File: config.mk
export PLATFORM = sky130hd
export DESIGN_NAME = axim_rd_arbiter
export DESIGN_NICKNAME = d
export VERILOG_FILES = /design/src/rtl/axim_rd_arb_pkg.sv /design/src/rtl/rr_arbiter.sv /design/src/rtl/axim_rd_arbiter.sv
export SDC_FILE = /design/constraint.sdc
export NUM_CORES = 1
export LEC_CHECK = 0
export BUFFER_PORTS_ARGS = -buffer_cell sky130_fd_sc_hd__clkbuf_2
export CAP_MARGIN = 30
export CELL_PAD_IN_SITES_DETAIL_PLACEMENT = 1
export CELL_PAD_IN_SITES_GLOBAL_PLACEMENT = 1
export CORE_AREA = 4 4 160 162
export DETAILED_ROUTE_END_ITERATION = 10
export DIE_AREA = 0 0 164 166
export GPL_TIMING_DRIVEN = 0
export PLACE_DENSITY_LB_ADDON = 0.25
export SYNTH_ARGS = -nofsm -noshare
export SYNTH_HDL_FRONTEND = slang
export SYNTH_SLANG_ARGS = --single-unit
export TNS_END_PERCENT = 5
File: constraint.sdc
create_clock -name clk -period 3.6 [get_ports clk]
set_input_delay 0.72 -clock clk [delete_from_list [all_inputs] [get_ports clk]]
set_output_delay 0.72 -clock clk [all_outputs]
set_load 0.02 [all_outputs]
File: src/rtl/axim_rd_arb_pkg.sv
// Shared types and the round-robin pick helper for the AXI-master read arbiter.
// Also intended for reuse by the write-side arbiter.
package axim_rd_arb_pkg;

  typedef enum logic [1:0] {
    IDLE,
    ISSUE,
    XFER
  } state_t;

  localparam int MAX_REQ = 32;
  localparam int MAX_IW  = 5;

  // One-hot pick of the first set bit at or after ptr, wrapping at n.
  function automatic logic [MAX_REQ-1:0] rr_pick(
    input logic [MAX_REQ-1:0] req,
    input int                 ptr,
    input int                 n
  );
    logic [MAX_REQ-1:0] pick;
    int                 idx;
    pick = '0;
    for (int i = MAX_REQ - 1; i >= 0; i--) begin
      if (i < n) begin
        idx = ptr + i;
        if (idx >= n) idx = idx - n;
        if (req[idx[MAX_IW-1:0]]) begin
          pick = '0;
          pick[idx[MAX_IW-1:0]] = 1'b1;
        end
      end
    end
    return pick;
  endfunction

endpackage

File: src/rtl/rr_arbiter.sv
// Combinational requester pick plus rotating priority pointer.
// RD_ARB_FIXED_PRIO_EN: fixed priority, lowest index wins, no pointer.
module rr_arbiter
  import axim_rd_arb_pkg::*;
#(
  parameter int NUM_REQ = 4,
  localparam int IW = $clog2(NUM_REQ)
) (
  input  logic               clk,
  input  logic               reset,
  input  logic [NUM_REQ-1:0] req,
  input  logic               advance,
  input  logic [IW-1:0]      last_idx,
  output logic [NUM_REQ-1:0] pick,
  output logic [IW-1:0]      pick_idx
);

  logic [MAX_REQ-1:0] pick_w;

`ifdef RD_ARB_FIXED_PRIO_EN
  assign pick_w = rr_pick(MAX_REQ'(req), 0, NUM_REQ);

  logic unused;
  assign unused = ^{clk, reset, advance, last_idx};
`else
  logic [IW-1:0] ptr;

  // Priority rotates to the port after the one that just finished.
  always_ff @(posedge clk) begin
    if (reset) begin
      ptr <= '0;
    end else if (advance) begin
      ptr <= (last_idx == IW'(NUM_REQ - 1)) ? '0 : last_idx + IW'(1);
    end
  end

  assign pick_w = rr_pick(MAX_REQ'(req), int'(ptr), NUM_REQ);
`endif

  assign pick = pick_w[NUM_REQ-1:0];

  logic unused_hi;
  assign unused_hi = ^pick_w;

  always_comb begin
    pick_idx = '0;
    for (int i = 0; i < NUM_REQ; i++) begin
      if (pick[i]) pick_idx = IW'(i);
    end
  end

endmodule

File: src/rtl/axim_rd_arbiter.sv
// Arbitrates NUM_REQ read requesters onto one AXI-master read channel.
// Build option RD_ARB_FIXED_PRIO_EN selects fixed priority instead of round-robin.
module axim_rd_arbiter
  import axim_rd_arb_pkg::*;
#(
  parameter int NUM_REQ            = 4,
  parameter int C_M_AXI_ADDR_WIDTH = 32,
  parameter int C_M_AXI_DATA_WIDTH = 32,
  parameter int C_XFER_SIZE_WIDTH  = 32
) (
  input  logic                                    clk,
  input  logic                                    reset,
  input  logic [NUM_REQ-1:0]                      req_valid_i,
  input  logic [NUM_REQ*C_M_AXI_ADDR_WIDTH-1:0]   req_raddr_i,
  input  logic [NUM_REQ*C_XFER_SIZE_WIDTH-1:0]    req_size_i,
  output logic [NUM_REQ-1:0]                      req_ack_o,
  output logic [NUM_REQ-1:0]                      req_done_o,
  output logic [C_M_AXI_DATA_WIDTH-1:0]           req_tdata_o,
  output logic [NUM_REQ-1:0]                      req_tvalid_o,
  output logic                                    req_tlast_o,
  input  logic [NUM_REQ-1:0]                      req_tready_i,
  output logic [C_M_AXI_ADDR_WIDTH-1:0]           ctrl_raddr_offset_o,
  output logic [C_XFER_SIZE_WIDTH-1:0]            ctrl_rxfer_size_o,
  output logic                                    ctrl_rstart_o,
  input  logic                                    ctrl_rdone_i,
  input  logic [C_M_AXI_DATA_WIDTH-1:0]           rd_tdata_i,
  input  logic                                    rd_tvalid_i,
  output logic                                    rd_tready_o,
  input  logic                                    rd_tlast_i
);

  localparam int IW = $clog2(NUM_REQ);
  localparam int AW = C_M_AXI_ADDR_WIDTH;
  localparam int XW = C_XFER_SIZE_WIDTH;

  state_t state, state_n;

  logic               take;
  logic               start_n;
  logic               finish;
  logic [NUM_REQ-1:0] pick;
  logic [IW-1:0]      pick_idx;
  logic [NUM_REQ-1:0] grant;
  logic [IW-1:0]      gidx;
  logic [NUM_REQ-1:0] ack_q;
  logic [NUM_REQ-1:0] done_q;
  logic [AW-1:0]      addr_q;
  logic [XW-1:0]      size_q;
  logic               rstart_q;
  logic               xfer;

  rr_arbiter #(
    .NUM_REQ (NUM_REQ)
  ) u_arb (
    .clk      (clk),
    .reset    (reset),
    .req      (req_valid_i),
    .advance  (finish),
    .last_idx (gidx),
    .pick     (pick),
    .pick_idx (pick_idx)
  );

  // Zero-size requests pass through ISSUE without a start pulse.
  always_comb begin
    state_n = state;
    take    = 1'b0;
    start_n = 1'b0;
    finish  = 1'b0;
    unique case (state)
      IDLE: begin
        if (|req_valid_i) begin
          take    = 1'b1;
          state_n = ISSUE;
        end
      end
      ISSUE: begin
        if (size_q == '0) begin
          finish  = 1'b1;
          state_n = IDLE;
        end else begin
          start_n = 1'b1;
          state_n = XFER;
        end
      end
      XFER: begin
        if (ctrl_rdone_i) begin
          finish  = 1'b1;
          state_n = IDLE;
        end
      end
      default: state_n = IDLE;
    endcase
  end

  always_ff @(posedge clk) begin
    if (reset) begin
      state    <= IDLE;
      grant    <= '0;
      gidx     <= '0;
      addr_q   <= '0;
      size_q   <= '0;
      ack_q    <= '0;
      done_q   <= '0;
      rstart_q <= 1'b0;
    end else begin
      state    <= state_n;
      ack_q    <= take ? pick : '0;
      done_q   <= finish ? grant : '0;
      rstart_q <= start_n;
      if (take) begin
        grant  <= pick;
        gidx   <= pick_idx;
        addr_q <= req_raddr_i[pick_idx*AW +: AW];
        size_q <= req_size_i[pick_idx*XW +: XW];
      end
    end
  end

  assign xfer = (state == XFER);

  assign req_ack_o           = ack_q;
  assign req_done_o          = done_q;
  assign ctrl_rstart_o       = rstart_q;
  assign ctrl_raddr_offset_o = addr_q;
  assign ctrl_rxfer_size_o   = size_q;

  assign rd_tready_o  = xfer & req_tready_i[gidx];
  assign req_tvalid_o = (xfer & rd_tvalid_i) ? grant : '0;
  assign req_tdata_o  = xfer ? rd_tdata_i : '0;
  assign req_tlast_o  = xfer & rd_tlast_i;

endmodule
# [Yosys cells after proc, flatten, opt, wreduce, memory -nomap -nowiden]
# Index checks and enable logic that the tools add are counted.
[op_classes] add_sub_neg=8 magnitude_cmp=13 eq_ne=5 shift=2 muxes=42 bitwise=6 n_reduce_logical=11
[op_table] operator="$shiftx A128 B8 Y32" count=2
[op_table] operator="$ge A32 B4 Y1 const B" count=3
[op_table] operator="$logic_not A32 Y1" count=1
[op_table] operator="$mux W32" count=1
[op_table] operator="$lt A5 B6 Y1 const B" count=4
[op_table] operator="$bmux W1 S5" count=4
[op_table] operator="$demux W1 S5" count=4
[op_table] operator="$ge A5 B1 Y1 const B" count=4
[op_table] operator="$mux W4" count=5
[op_table] operator="$mux W5" count=4
[op_table] operator="$mux W1" count=15
[op_table] operator="$sub A5 B4 Y5 const B" count=3
[op_table] operator="$mux W2" count=6
[op_table] operator="$add A2 B2 Y3 const B" count=2
[op_table] operator="$pmux W2 S3" count=1
[op_table] operator="$reduce_or A2 Y1" count=3
[op_table] operator="$eq A2 B2 Y1 const B" count=2
[op_table] operator="$logic_and A1 B1 Y1" count=4
[op_table] operator="$ne A2 B2 Y1 const B" count=2
[op_table] operator="$reduce_or A4 Y1" count=1
[op_table] operator="$sub A2 B3 Y4 const B" count=1
[op_table] operator="$add A2 B1 Y3 const B" count=1
[op_table] operator="$and A1 B1 Y1" count=3
[op_table] operator="$ge A2 B3 Y1 const B" count=1
[op_table] operator="8 further kinds" count=10
[word_totals] reg_bits=83 input_bits=301 out_inout_bits=111 wordCells=96

# [Depth between registers and ports, before layout]
# Gate-level depths: netlist (run 1).
[depth] word_depth=15 ltp_mapped=12 depth_no_buf=9

# [Modules after synthesis]
# From an unflattened synthesis (run 1), not the netlist that was laid out.
[hier_totals] cells_unflattened=549 hier_area_um2=5346.4
[by_module_without_submodules] module="axim_rd_arbiter" n_inst=1 cells_per_inst=488 area_each_um2=4763.3 seq_area_each_um2=1621.6
[by_module_without_submodules] module="rr_arbiter" n_inst=1 cells_per_inst=61 area_each_um2=583.1 seq_area_each_um2=40.0

# [Worst setup path before layout (run 1)]
# OpenSTA, ideal clock, no wires.
[synth_path] path_type="input to register" start="input req_valid_i[3]" end="register addr_q[13] (netlist: ctrl_raddr_offset_o[13])" setup_ns=0.137 arrival_ns=2.769 required_ns=3.463 setup_slack_ns=0.694 stages=8 n_path_buf=2 path_cell_list="mux4_2 buf_2 a2111o_1 o21ai_2 buf_6 mux2_1 a221oi_1 a211oi_1"
[synth_between] elab_chain_len=10 word_cells_on_any_way=19 cone_classes="shift: 1; mux: 17; reduce/logical: 1"
[synth_lines] item="start: declaration" line="axim_rd_arbiter.sv:13" source="input logic [NUM_REQ-1:0] req_valid_i,"
[synth_lines] item="$bmux W1 S5" line="axim_rd_arb_pkg.sv:27" source="if (req[idx[MAX_IW-1:0]]) begin"
[synth_lines] item="$mux W1 (not written as such)" line="axim_rd_arb_pkg.sv:27"
[synth_lines] item="$mux W4 (4 in series)" line="axim_rd_arb_pkg.sv:27"
[synth_lines] item="$mux W1" line="rr_arbiter.sv:48" source="if (pick[i]) pick_idx = IW'(i);"
[synth_lines] item="$mux W2 (2 in series)" line="rr_arbiter.sv:48"
[synth_lines] item="$shiftx A128 B8 Y32" line="axim_rd_arbiter.sv:114" source="addr_q <= req_raddr_i[pick_idx*AW +: AW];"
[synth_lines] item="end signal: assignment" line="axim_rd_arbiter.sv:114"
[synth_lines] item="end: declaration" line="axim_rd_arbiter.sv:47" source="logic [AW-1:0] addr_q;"
# Parallel ways exist; a longest one is shown, timed or not. The select of a mux whose other input is x is not followed.
# A chain may end at the register's enable or synchronous reset.

# [Worst setup path after layout (run 1)]
[layout_path] start="register u_arb.ptr[0]" end="register size_q[0] (netlist: ctrl_rxfer_size_o[0])"
[layout_between] elab_chain_len=15 word_cells_on_any_way=51 cone_classes="add/sub: 7; order compare: 12; shift: 1; mux: 27; reduce/logical: 4"
[layout_lines] item="start: declaration" line="rr_arbiter.sv:26" source="logic [IW-1:0] ptr;"
[layout_lines] item="start signal: assignment" line="rr_arbiter.sv:33" source="ptr <= (last_idx == IW'(NUM_REQ - 1)) ? '0 : last_idx + IW'(1);"
[layout_lines] item="$add A2 B2 Y3" line="axim_rd_arb_pkg.sv:25" source="idx = ptr + i;"
[layout_lines] item="$ge A32 B4 Y1 or $sub A5 B4 Y5 (tied branches)" line="axim_rd_arb_pkg.sv:26" source="if (idx >= n) idx = idx - n;"
[layout_lines] item="$mux W5" line="axim_rd_arb_pkg.sv:26"
[layout_lines] item="$lt A5 B6 Y1 (not written as such) or $ge A5 B1 Y1 (tied branches)" line="axim_rd_arb_pkg.sv:29" source="pick[idx[MAX_IW-1:0]] = 1'b1;"
[layout_lines] item="$logic_and A1 B1 Y1 (not written as such)" line="axim_rd_arb_pkg.sv:29"
[layout_lines] item="$mux W1 (not written as such)" line="axim_rd_arb_pkg.sv:29"
[layout_lines] item="$demux W1 S5"
[layout_lines] item="$mux W4 (3 in series)" line="axim_rd_arb_pkg.sv:27"
[layout_lines] item="$mux W4 (*)" line="axim_rd_arb_pkg.sv:27"
[layout_lines] item="$mux W1" line="rr_arbiter.sv:48"
[layout_lines] item="$mux W2" line="rr_arbiter.sv:48"
[layout_lines] item="$mux W2 (*)" line="rr_arbiter.sv:48"
[layout_lines] item="$shiftx A128 B8 Y32 (*)" line="axim_rd_arbiter.sv:115" source="size_q <= req_size_i[pick_idx*XW +: XW];"
[layout_lines] item="end signal: assignment" line="axim_rd_arbiter.sv:115"
[layout_lines] item="end: declaration" line="axim_rd_arbiter.sv:48" source="logic [XW-1:0] size_q;"
# Every way passes the cells marked *; elsewhere a longest branch is shown, timed or not. The select of a mux whose other input is x is not followed.

==> impl_metrics.ini, run 1 <==
[outcome]
status = finished, final reports clean

[hold_path]
min_path_cells = 2
hp-start = grant[2]
hold_class = register to register
whs_endpoint = req_done_o[2]

[timing]
worst_pin_slew_ps = 849.0
report.final.setup_viol = 0
slew_violations = 0
finalHoldViolations = 0
clock.fmax_mhz = 294.0
hold_ws_ps = 459.7
fin_skew_ps = 8.685
rsz0062_at_grt = no
setup_tns_ps = 0
relSlewSlack_pct = 42.88
fin_crit_sh_pct = 94.48
setup_slack_ps = 198.9
layout_min_cycle_time_ps = 3401

[critical_path]
cp_max_fo = 10
critPathArrivalTime_ps = 3600
worst_path_largest_cell_delay_ps = 430
worstRegToRegCells = 12
r2r_start = u_arb.ptr[0]
cp.required_ps = 3800
worst-path-buf-inv = 4
cp_top_family = compound AO/OA/AOI/OAI gates
r2r_setup_slack_ps = 200
crit_top_cell = buf_2
critPathKind = register to register
path_cells = clkbuf_4 -> inv_1 -> ha_2 -> a21bo_2 -> o2bb2ai_2 -> nand3_1 -> a41o_1 -> and3_1 -> buf_2 -> buf_2 -> a221oi_1 -> a211oi_1
cp-end-kind = register
crit_path_start_kind = register
slowest_stage = dfxtp_1
r2r_end = ctrl_rxfer_size_o[0]

[power_and_ir_drop]
total_power_mw = 3.692
leakagePower_nw = 4.056
irDropWorstVdd_v = 0.0001361
p_per_area_nw_per_um2 = 437.3

[placement]
dpl.hpwl_mm = 22.70
place.gp.congestion = 0.8229
portBuffers = 410
dpl_cell_area_um2 = 8048
dp_slack_ps = -157.6
placed_cells = 1364

[synthesis]
yosys.area_share.xor_xnor_pct = 0
synth-simple-area-share_pct = 19.52
synth-compound-area-share_pct = 27.37
synth_ff_type = dfxtp_1
synth-async-reset-ratio_pct = 0
syn_inst = 630
post-synth-top-count-cell = nor2_1
avgSynthCellArea_um2 = 8.874
synth_top_area_cell = dfxtp_1
synth_fa_ha_area_share_pct = 2.686
synth_top_family_by_area = compound AO/OA/AOI/OAI gates
synth_cell_types = 50
ys_seq_area_share_pct = 29.72
syn_area_um2 = 5590
synth_edf_count = 0
yosys_register_bits = 83
synthTopCellsByArea = dfxtp_1 (30%), mux2_1 (13%), a221oi_2 (6.7%)
syn-num-nets = 943
synth.top_cells.by_count = nor2_1 (85), dfxtp_1 (83), nand2_1 (72)
synthMuxAreaShare_pct = 14.84
synth_top_area_share_pct = 29.72
yosys_warnings = 0

[floorplanning]
io_pins = 412
die_h_um = 166
core_um2 = 24110
fp-row-count = 57
die_area_um2 = 27220
start_util_pct = 23.19
die_width_um = 164

[finish]
layout-drive-gt1-share_pct = 49.01
fillers = 3019
postLayoutCoreUtil_pct = 35.02
area_growth_pct = 51.01
num_antenna_cells = 0
multi_input_area_um2 = 3642
final_nets = 1368
instances_no_fill = 1383
final_cell_area_um2 = 8442
seq_area_um2 = 1663

[cts]
hold_buffers = 0
cts-root-buf = clkbuf_16
cts_buffer_depth = 2
insertion_delay_ps = 350
clock-sinks = 83
cts_buffers = 9
h-tree-depth = 3
cts_tree = done
clk_pin_slew_ps = 60

[drt]
firstDrtPassIters = 4
num_vias = 6560
post_drt_wl_per_cell_um = 19.85
postRouteAntennaNets = 0
drc = 0
first_iter_violations = 193
drt-total-wl_mm = 27.46
via_per_inst = 4.743

[grt]
grt_use_total_pct = 19.32
grt_pass1_wl_mm = 40.71
grt_pass1_vias = 7114
overflow = 0
grt_max_degree = 14
grt_antenna_before_repair = 2

[run]
maxCapViolCount = 0
[logic make-up (layout without fill, tap and decap cells)]
logic type,after synthesis,count (layout)
AO/OA/AOI/OAI,157,157
buffers and inverters,67,496
flip-flops,83,83
AND/OR/NAND/NOR,239,239
adder cells (fa/ha/maj),12,12
multiplexers,72,72
[metal layers]
layer	wire, um	global-route usage [%]	up-vias
li1	-	-	3193
met1	11030	21.83	3032
met2	13500	34.93	294
met3	2180	4.964	37
met4	711	6.601	4
met5	30	0	-
[worst min-delay path, stage by stage, from the launching register on]
cell	delay, ps
dfxtp_1	330
inv_1	60
nor2_1	40
[cell type report]
type / count / area share, %
buffer: 58 / 3.557
timing repair buffer: 414 / 24.81
tap: 324 / 4.802
inverter: 9 / 0.4002
sequential: 83 / 19.70
multi-input combinational: 480 / 43.15
clock buffer: 11 / 2.994
clock inverter: 4 / 0.5929
[what timing repair did]
item,4_1_cts,5_1_grt
resized for setup,3,7
setup endpoints to repair,42,61
pin swaps,1,2
setup buffers,0,4
[power by group]
group | internal, mW | switching (mW) | total (mW)
sequential | 1.07 | 0.108 | 1.18
combinational | 0.611 | 0.934 | 1.54
clock | 0.571 | 0.401 | 0.972
[state kept, by name, summed over array words and instances (netlist names)]
| register | count |
|---|---|
| state | 2 |
| grant | 4 |
| req_done_o | 4 |
| ctrl_rstart_o | 1 |
| req_ack_o | 4 |
| ctrl_raddr_offset_o | 32 |
| gidx | 2 |
| u_arb.ptr | 2 |
| ctrl_rxfer_size_o | 32 |
[how the worst max path moves through the flow]
stage                   startpoint                      end  slack [ps]  cells after the start
global placement      u_arb.ptr[0]    ctrl_rxfer_size_o[12]         -80                     10
detailed placement    u_arb.ptr[0]    ctrl_rxfer_size_o[12]        -160                     10
floorplan           req_valid_i[3]  ctrl_raddr_offset_o[13]         690                      8
finish                u_arb.ptr[0]     ctrl_rxfer_size_o[0]         200                     12
CTS                   u_arb.ptr[0]    ctrl_rxfer_size_o[20]          -2                     12
global route          u_arb.ptr[0]    ctrl_rxfer_size_o[19]          10                     12
[layout by cell type, fill, tap and decap left out, drive strengths merged, types with 2 or more instances in the layout]
cell / Yosys / layout
nor4: 11 / 11
and3: 6 / 6
nor2b: 4 / 4
a221oi: 62 / 62
and2: 35 / 35
mux2: 67 / 67
dfxtp: 83 / 83
mux2i: 3 / 3
ha: 12 / 12
nor3: 7 / 7
o31a: 2 / 2
buf: 28 / 30
nor2: 86 / 86
inv: 9 / 9
clkbuf: 30 / 453
or2: 2 / 2
nand2b: 3 / 3
clkinvlp: 0 / 2
o21ai: 5 / 5
a211oi: 65 / 65
nand4: 3 / 3
a21oi: 11 / 11
nand2: 72 / 72
mux4: 2 / 2
nand3: 7 / 7
(Power assumes the default switching activity.)
==> inputs of run 2 (changes only) <==
==> constraint.sdc (replaced) <==
create_clock -name clk -period 3.1 [get_ports clk]
set_input_delay 0.62 -clock clk [delete_from_list [all_inputs] [get_ports clk]]
set_output_delay 0.62 -clock clk [all_outputs]
set_load 0.02 [all_outputs]
==> run 2 against run 1 <==
Net effect: non-clock buffer count up 7; largest cell class unchanged; largest power group unchanged; maximum frequency up 14%; final area up 3.3%.
==> impl_metrics.ini, run 2 (same netlist as run 1, synthesis figures left out) <==
[grt]
grt_pass1_wl_mm = 41.08
grt_antenna_before_repair = 3
overflow = 0
grt_use_total_pct = 19.46
grt_max_degree = 14
grt_pass1_vias = 7185

[timing]
report.final.setup_viol = 0
setup_slack_ps = 111.9
finalHoldViolations = 0
slew_violations = 0
fin_skew_ps = 8.851
fin_crit_sh_pct = 96.39
setup_tns_ps = 0
worst_pin_slew_ps = 761.5
rsz0062_at_grt = yes
relSlewSlack_pct = 49.23
clock.fmax_mhz = 334.7
layout_min_cycle_time_ps = 2988

[critical_path]
startpoint = u_arb.ptr[0]
path_cells = buf_6 -> clkinvlp_4 -> ha_4 -> a21bo_2 -> o2bb2ai_4 -> nand3_2 -> a41o_1 -> and3_1 -> buf_4 -> buf_4 -> a221oi_1 -> a211oi_1
worstSetupPathDepth = 12
worstRegToRegCells = 12
cp-end-kind = register
slowest_stage = dfxtp_4
cp_max_fo = 10
cp.required_ps = 3300
cp_top_family = compound AO/OA/AOI/OAI gates
worst_path_largest_cell_delay_ps = 380
worst-path-buf-inv = 4
crit_path_start_kind = register
crit_top_cell = buf_4
r2r_start = u_arb.ptr[0]
critPathArrivalTime_ps = 3190
critPathKind = register to register

[finish]
area_growth_pct = 56.04
layout_commonest_cell = clkbuf_2
layout-drive-gt1-share_pct = 52.25
postLayoutCoreUtil_pct = 36.19
fillers = 3005
multi_input_area_um2 = 3824
final_cell_area_um2 = 8723
num_antenna_cells = 0
seq_area_um2 = 1667
mostFrequentLayoutCells = clkbuf_2 (413), nor2_1 (85), dfxtp_1 (81)
final_nets = 1375

[cts]
cts_buffers = 9
cts_tree = done
hold_buffers = 0
clk_pin_slew_ps = 70
insertion_delay_ps = 350
h-tree-depth = 3
cts_buffer_depth = 2
clock-sinks = 83
cts-root-buf = clkbuf_16

[placement]
dpl_cell_area_um2 = 8048
place.gp.congestion = 0.8229
portBuffers = 410
dp_slack_ps = -657.6
dpl.hpwl_mm = 22.70

[power_and_ir_drop]
clkPwrFrac_pct = 25.9
p_int_mw = 2.659
irDropWorstVdd_v = 0.0001626
total_power_mw = 4.379
p_switching_mw = 1.720
power_switching_share_pct = 39.27
p_per_area_nw_per_um2 = 502.0
p_comb_share_pct = 43.0
seq_power_share_pct = 31.2
leakagePower_nw = 4.177

[hold_path]
hp-start = grant[2]
min_path_cells = 2
hold_class = register to register

[drt]
drt-total-wl_mm = 27.80
first_iter_violations = 201
postRouteAntennaNets = 0
via_per_inst = 4.775
firstDrtPassIters = 4
post_drt_wl_per_cell_um = 20.00
drc = 0
num_vias = 6637

[floorplanning]
io_pins = 412
die_width_um = 164
die_h_um = 166
die_area_um2 = 27220
start_util_pct = 23.19
fp-row-count = 57
core_um2 = 24110

[outcome]
status = finished, final reports clean

[run]
maxCapViolCount = 0
-- run 2: changes by cell type in the layout (fill, tap and decap cells not counted), sizes merged --
cell,before,now
clkinvlp,2,3
clkbuf,453,451
buf,30,39
inv,9,8
-- run 2: layout make-up --
| cell class | count | area share, % |
|---|---|---|
| Timing Repair Buffer | 422 | 24.70 |
| Clock inverter | 4 | 0.5737 |
| Inverter | 9 | 0.4303 |
| Clock buffer | 11 | 2.897 |
| Buffer | 57 | 3.815 |
| Sequential cell | 83 | 19.11 |
| Tap cell | 324 | 4.647 |
| Multi-Input combinational cell | 480 | 43.83 |
-- run 2: tightest hold or removal path, cell delays in order, from the launching register on --
cell and delay (ps):
dfxtp_1 330, inv_1 60, nor2_1 40
-- run 2: worst paths after layout --
check | to | slack [ps]
worst max-delay path | ctrl_raddr_offset_o[29] | 110
worst min-delay path | req_done_o[2] | 460
worst max register to register | ctrl_raddr_offset_o[29] | 110
worst min register to register | req_done_o[2] | 460
-- run 2: per-layer routing --
| layer | part of all wire [%] | GRT usage (%) | up-vias | routed length, um |
|---|---|---|---|---|
| met2 | 50 | 35.47 | 294 | 13860 |
| met4 | 2.6 | 6.565 | 4 | 726 |
| met5 | 0.097 | 0 | - | 27 |
| met3 | 7.8 | 4.964 | 38 | 2172 |
| met1 | 40 | 21.82 | 3090 | 11020 |
| li1 | - | - | 3211 | - |
-- run 2: power by group through the flow --
stage / clock [mW] / sequential [mW] / combinational, mW
4_1_cts: 1.17 / 1.37 / 1.86
3_3_place_gp: 0 / 1.38 / 1.79
6_report: 1.13 / 1.36 / 1.88
2_1_floorplan: 0 / 1.55 / 0.899
3_5_place_dp: 0 / 1.39 / 1.80
5_1_grt: 1.21 / 1.39 / 2.07
-- run 2: metrics by stage --
stage               hold WS [ps]  instances
floorplan                  417.2        630
global placement           449.8       1364
detailed placement         454.6       1364
CTS                        464.2       1387
global route               493.3       1390
finish                     459.8       1390
-- run 2: repair_timing --
| item | in CTS | in global routing |
|---|---|---|
| hold endpoints to repair | 0 | 0 |
| setup buffers | 9 | 3 |
| endpoints found under the setup margin | 67 | 64 |
| pin swaps | 3 | 3 |
| resized for setup | 20 | 41 |
